### src/rtl/background_ram_writer.sv
`default_nettype none
// ============================================================================
//  Module      : background_ram_writer
//  Description : Streams a background image into the background RAM.
//                Writes happen only while the video timing is in vertical
//                blanking. An interrupted load resumes where it stopped once
//                blanking returns.
//  Revision    : 1.0 - initial release
// ============================================================================
module background_ram_writer #(
    parameter int BG_W        = 160,
    parameter int BG_H        = 120,
    parameter int DATA_W      = 8,
    parameter int VBLANK_LINE = 480,
    parameter int CORDW       = 10
) (
    input  logic              clk,
    input  logic              rst,
    input  logic [CORDW-1:0]  line,
    input  logic              start,
    input  logic [DATA_W-1:0] s_data,
    input  logic              s_valid,
    output logic              s_ready,
    output logic [15:0]       wr_addr,
    output logic [DATA_W-1:0] wr_data,
    output logic              wr_en,
    output logic              busy,
    output logic              done
);

    // Number of pixels in one image, and the address of the final pixel.
    // The image must fit the 16-bit address space, so the counter cannot
    // wrap before the final handshake.
    localparam int               c_total     = BG_W * BG_H;
    localparam logic [15:0]      c_last_addr = 16'(c_total - 1);
    localparam logic [CORDW-1:0] c_vblank    = CORDW'(VBLANK_LINE);

    typedef enum logic [1:0] {
        ST_IDLE  = 2'd0,
        ST_ARM   = 2'd1,
        ST_WRITE = 2'd2,
        ST_PAUSE = 2'd3
    } state_t;

    state_t            r_state;
    logic [15:0]       r_addr_cnt;
    logic [15:0]       r_wr_addr;
    logic [DATA_W-1:0] r_wr_data;
    logic              r_wr_en;
    logic              r_busy;
    logic              r_done;

    logic              w_vblank;
    logic              w_ready;
    logic              w_handshake;
    logic              w_last;

    // Decode blanking, the stream handshake and the final-pixel condition.
    always_comb begin
        w_vblank    = (line >= c_vblank);
        w_ready     = (r_state == ST_WRITE) && w_vblank;
        w_handshake = w_ready && s_valid;
        w_last      = (r_addr_cnt == c_last_addr);
    end

    // Load sequencer: state, address counter and registered RAM write port.
    always_ff @(posedge clk or posedge rst) begin
        if (rst) begin
            r_state    <= ST_IDLE;
            r_addr_cnt <= 16'd0;
            r_wr_addr  <= 16'd0;
            r_wr_data  <= '0;
            r_wr_en    <= 1'b0;
            r_busy     <= 1'b0;
            r_done     <= 1'b0;
        end else begin
            // The write strobe is a one-cycle echo of the handshake.
            r_wr_en <= w_handshake;
            r_done  <= 1'b0;

            if (w_handshake) begin
                r_wr_addr  <= r_addr_cnt;
                r_wr_data  <= s_data;
                r_addr_cnt <= r_addr_cnt + 16'd1;
            end

            case (r_state)
                ST_IDLE: begin
                    // A new load always begins at address 0.
                    if (start) begin
                        r_state    <= ST_ARM;
                        r_addr_cnt <= 16'd0;
                        r_busy     <= 1'b1;
                    end
                end
                ST_ARM: begin
                    if (w_vblank) begin
                        r_state <= ST_WRITE;
                    end
                end
                ST_WRITE: begin
                    // done lines up with the final write strobe.
                    if (w_handshake && w_last) begin
                        r_state <= ST_IDLE;
                        r_busy  <= 1'b0;
                        r_done  <= 1'b1;
                    end else if (!w_vblank) begin
                        r_state <= ST_PAUSE;
                    end
                end
                ST_PAUSE: begin
                    // Counter is left untouched so the load resumes in place.
                    if (w_vblank) begin
                        r_state <= ST_WRITE;
                    end
                end
                default: begin
                    r_state <= ST_IDLE;
                    r_busy  <= 1'b0;
                end
            endcase
        end
    end

    // Drive the ports from the registered state.
    always_comb begin
        s_ready = w_ready;
        wr_addr = r_wr_addr;
        wr_data = r_wr_data;
        wr_en   = r_wr_en;
        busy    = r_busy;
        done    = r_done;
    end

endmodule
`default_nettype wire

### config.mk
export PLATFORM = sky130hd
export DESIGN_NAME = background_ram_writer
export DESIGN_NICKNAME = d
export VERILOG_FILES = /design/src/rtl/background_ram_writer.sv
export SDC_FILE = /design/constraint.sdc
export NUM_CORES = 1
export LEC_CHECK = 0
export ABC_AREA = 1
export CORE_MARGIN = 2
export CORE_UTILIZATION = 60
export CTS_CLUSTER_DIAMETER = 80
export DETAILED_ROUTE_END_ITERATION = 16
export DONT_BUFFER_PORTS = 1
export PLACE_DENSITY = 0.76
export SYNTH_ARGS = -nofsm -noshare
export SYNTH_HDL_FRONTEND = slang
export SYNTH_SLANG_ARGS = --single-unit
### constraint.sdc
create_clock -name clk -period 1.45 [get_ports clk]
set_input_delay 0.145 -clock clk [delete_from_list [all_inputs] [get_ports clk]]
set_output_delay 0.145 -clock clk [all_outputs]
set_load 0.03 [all_outputs]
==> summary.md <==
| Metric | Value |
|---|---|
| DP Area | `2240 um2` |
| Fill count | `243` |
| Worst-path clk slew | `120 ps` |
| Routed vias | `1820` |
| First-pass GRT wire length | `8020 um` |
| Synth Warn # | `0` |
| Hold Path Sink | `r_addr_cnt[15]` |
| DRC errors left | `0` |
| Starting Density | `0.636` |
| Synth area leaders | `dfrtp_1 (52%), nand2_1 (17%), nor2_1 (5.2%)` |
| Drt wl/cell | `14.2 um` |
| GPL Wtd Cong | `0.919` |
| Register area share after synthesis | `0.523` |
| Dpl cells | `316` |
| RSZ-0062 raised after global routing | `true` |
| Antenna Cells | `0` |
| Area growth from synthesis to layout | `17.5%` |
| Hold_ws | `25.8 ps` |
| Number of vias per cell | `5.34` |
| Synthesized Nets | `288` |
| Drt total wl | `4830 um` |
| Critical Path End Type | `flip-flop` |
| # rows | `21` |
| Leakage power | `1.23 nW` |
| Final hold viol count | `0` |
| Max Cap Viol | `0` |
| PortBufs | `0` |
| Hold WC Path Type | `primary input to flip-flop` |
| F_max | `707 MHz` |
| Synth top area share | `0.523` |
| Gr ovfl total | `0` |
| Hold Crit Start | `start` |
| Run status | `completed` |
| Area occupied by multi-input gates | `928 um2` |
| Initial antenna violation count | `0` |
| TritonCTS clock tree | `done` |
| Setup slack after layout | `35.5 ps` |
| Crit start category | `flip-flop` |
| FF/Latch Area | `1130 um2` |
| Pwr Density | `1530 nW/um2` |
| Number of enable flip-flop cells after synthesis | `0` |
| Post-synth cell types | `27` |
| Post-synth top cells | `nand2_1 (97), dfrtp_1 (45), nor2_1 (30)` |
| Layout Nets | `318` |
| Post-route antenna net violation count | `0` |
| Clk_skew | `7.77 ps` |
| WP data required | `1760 ps` |
| Share of post-route cells with drive strength above 1 | `0.173` |
| Syn avg cell area | `8.13 um2` |
| Reg2reg path depth | `7` |
| TritonRoute pass-1 iters | `4` |
| Period minus WS final | `1410 ps` |
| Hpwl dp | `3290 um` |
| CTS Root Cell | `clkbuf_4` |
| Core footprint | `3390 um2` |
| Final Cell Area | `2530 um2` |
| Clk buf depth | `2` |
| Total CTS buffers | `5` |
| Worst-path maximum fanout | `8` |
| Flops & latches, synth | `45` |
| DP Worst Slack | `6.63 ps` |
| Max incr delay on CP | `430 ps` |
| Crit Reg-Reg Endpoint | `busy` |
| Most common flop cell mapped by yosys | `dfrtp_1` |
| Critical Path AT | `1720 ps` |
| Die Area | `4090 um2` |
| Critical Path Slowest Stage Cell | `dfrtp_1` |
| Reg-to-reg startpoint | `r_state[0]` |
| Flop-to-flop setup slack | `40 ps` |
| Final Max Slew Viols | `0` |
| Fin crit share | `0.975` |
| Setup Total Neg Slack | `0 ps` |
| Crit path top cell by count | `buf_4` |
| Least-Margin Pin Slew | `565 ps` |
| Worst-path cell chain | `buf_4, nor2_2, inv_2, nor2_4, clkinvlp_4, buf_4, nand2_1` |
| Largest net degree at the start of global routing | `46` |
| IO Pins | `50` |
| Peak supply drop | `0.00122 V` |
| Leading area contributor after synthesis | `dfrtp_1` |
| Mapped cell area | `2150 um2` |
| Hold path depth | `2` |
| Final cell count without fillers | `341` |
| Util after Layout | `0.747` |
| Final setup viols | `0` |
| Cell with the most instances after synthesis | `nand2_1` |
| Total GRT Usage | `0.251` |
| Total power | `3.87 mW` |
| Syn Inst Count | `265` |
| Height of the die | `63.9 um` |
| Worst slew margin | `0.623` |
| CTS H-tree lvls | `2` |
| DIE WIDTH | `63.9 um` |
| Ys async rst share | `1.00` |
| Setup CP Type | `flip-flop to flip-flop` |
| Vias in the first global route | `1728` |
| DRT iter0 DRCs | `148` |
| CTS Sinks | `45` |
| Skew-Pair Late Insertion Delay | `360 ps` |
-- routing by layer --
metal	vias up	global-route usage	share of wire	wire length (um)
met5	-	0	0	0
met4	0	0.0734	0.013	61
met3	6	0.0722	0.069	331
met2	61	0.418	0.51	2440
met1	866	0.318	0.41	2000
li1	887	-	-	-
-- worst max-delay path, delay by kind of cell (launching register included) --
kind	cells	cell delay (ps)
DFF	1	430
and+or+nand+nor	3	300
buffers and inverters	4	640
-- how the worst max path moves through the flow --
stage                  start        endpoint  slack (ps)  cells past startpoint
2_1_floorplan  r_addr_cnt[0]      r_state[0]         150                     10
3_3_place_gp   r_addr_cnt[0]      r_state[0]          80                     10
3_5_place_dp      r_state[1]  r_addr_cnt[11]           7                      8
4_1_cts           r_state[0]  r_addr_cnt[11]          30                      7
5_1_grt        r_addr_cnt[0]   r_addr_cnt[5]         -60                      7
6_report          r_state[0]            busy          40                      7
-- final cells by class --
class                           count  area share
Timing Repair Buffer               30       0.100
Multi-Input combinational cell    189       0.367
Sequential cell                    45       0.445
Inverter                           24      0.0371
Tap cell                           46      0.0227
Clock buffer                        5      0.0148
Clock inverter                      2      0.0138
-- kinds of logic after synthesis --
logic type | share of synthesized area
compound gates | 0.0900
xor+xnor | 0.0163
fa+ha+maj | 0.00581
buf+inv | 0.0691
flops | 0.523
simple gates | 0.296
-- sequential cells by signal (all words and copies together), names as in the netlist --
name and cells:
r_addr_cnt 16, wr_addr 16, wr_data 8, r_state 2
busy 1, done 1, wr_en 1
-- layout by cell type (no fill, tap or decap), types with 4 or more instances in the layout --
master         instances
buf_4                 19
nand3_1               10
nand2_1               95
dfrtp_1               45
nor2_2                 4
clkbuf_4               5
nor2_1                27
dlygate4sd3_1         10
xor2_1                 4
o21ai_1                7
o21ai_0               11
nor2_4                 5
a21oi_1               10
inv_1                 19
-- repair_timing --
item | CTS | global route
gates resized for setup | 1 | 19
endpoints found under the hold margin | 54 | 0
pin swaps | 0 | 5
setup buffers | 1 | 7
hold buffers | 10 | 0
endpoints found under the setup margin | 2 | 12
-- report_power, final --
group / leakage (nW) / switching (mW) / internal, mW
clock network: 0.0410 / 0.394 / 0.351
registers: 0.588 / 0.653 / 1.54
logic: 0.604 / 0.534 / 0.402
total: 1.23 / 1.58 / 2.29
(Power assumes the default switching activity.)
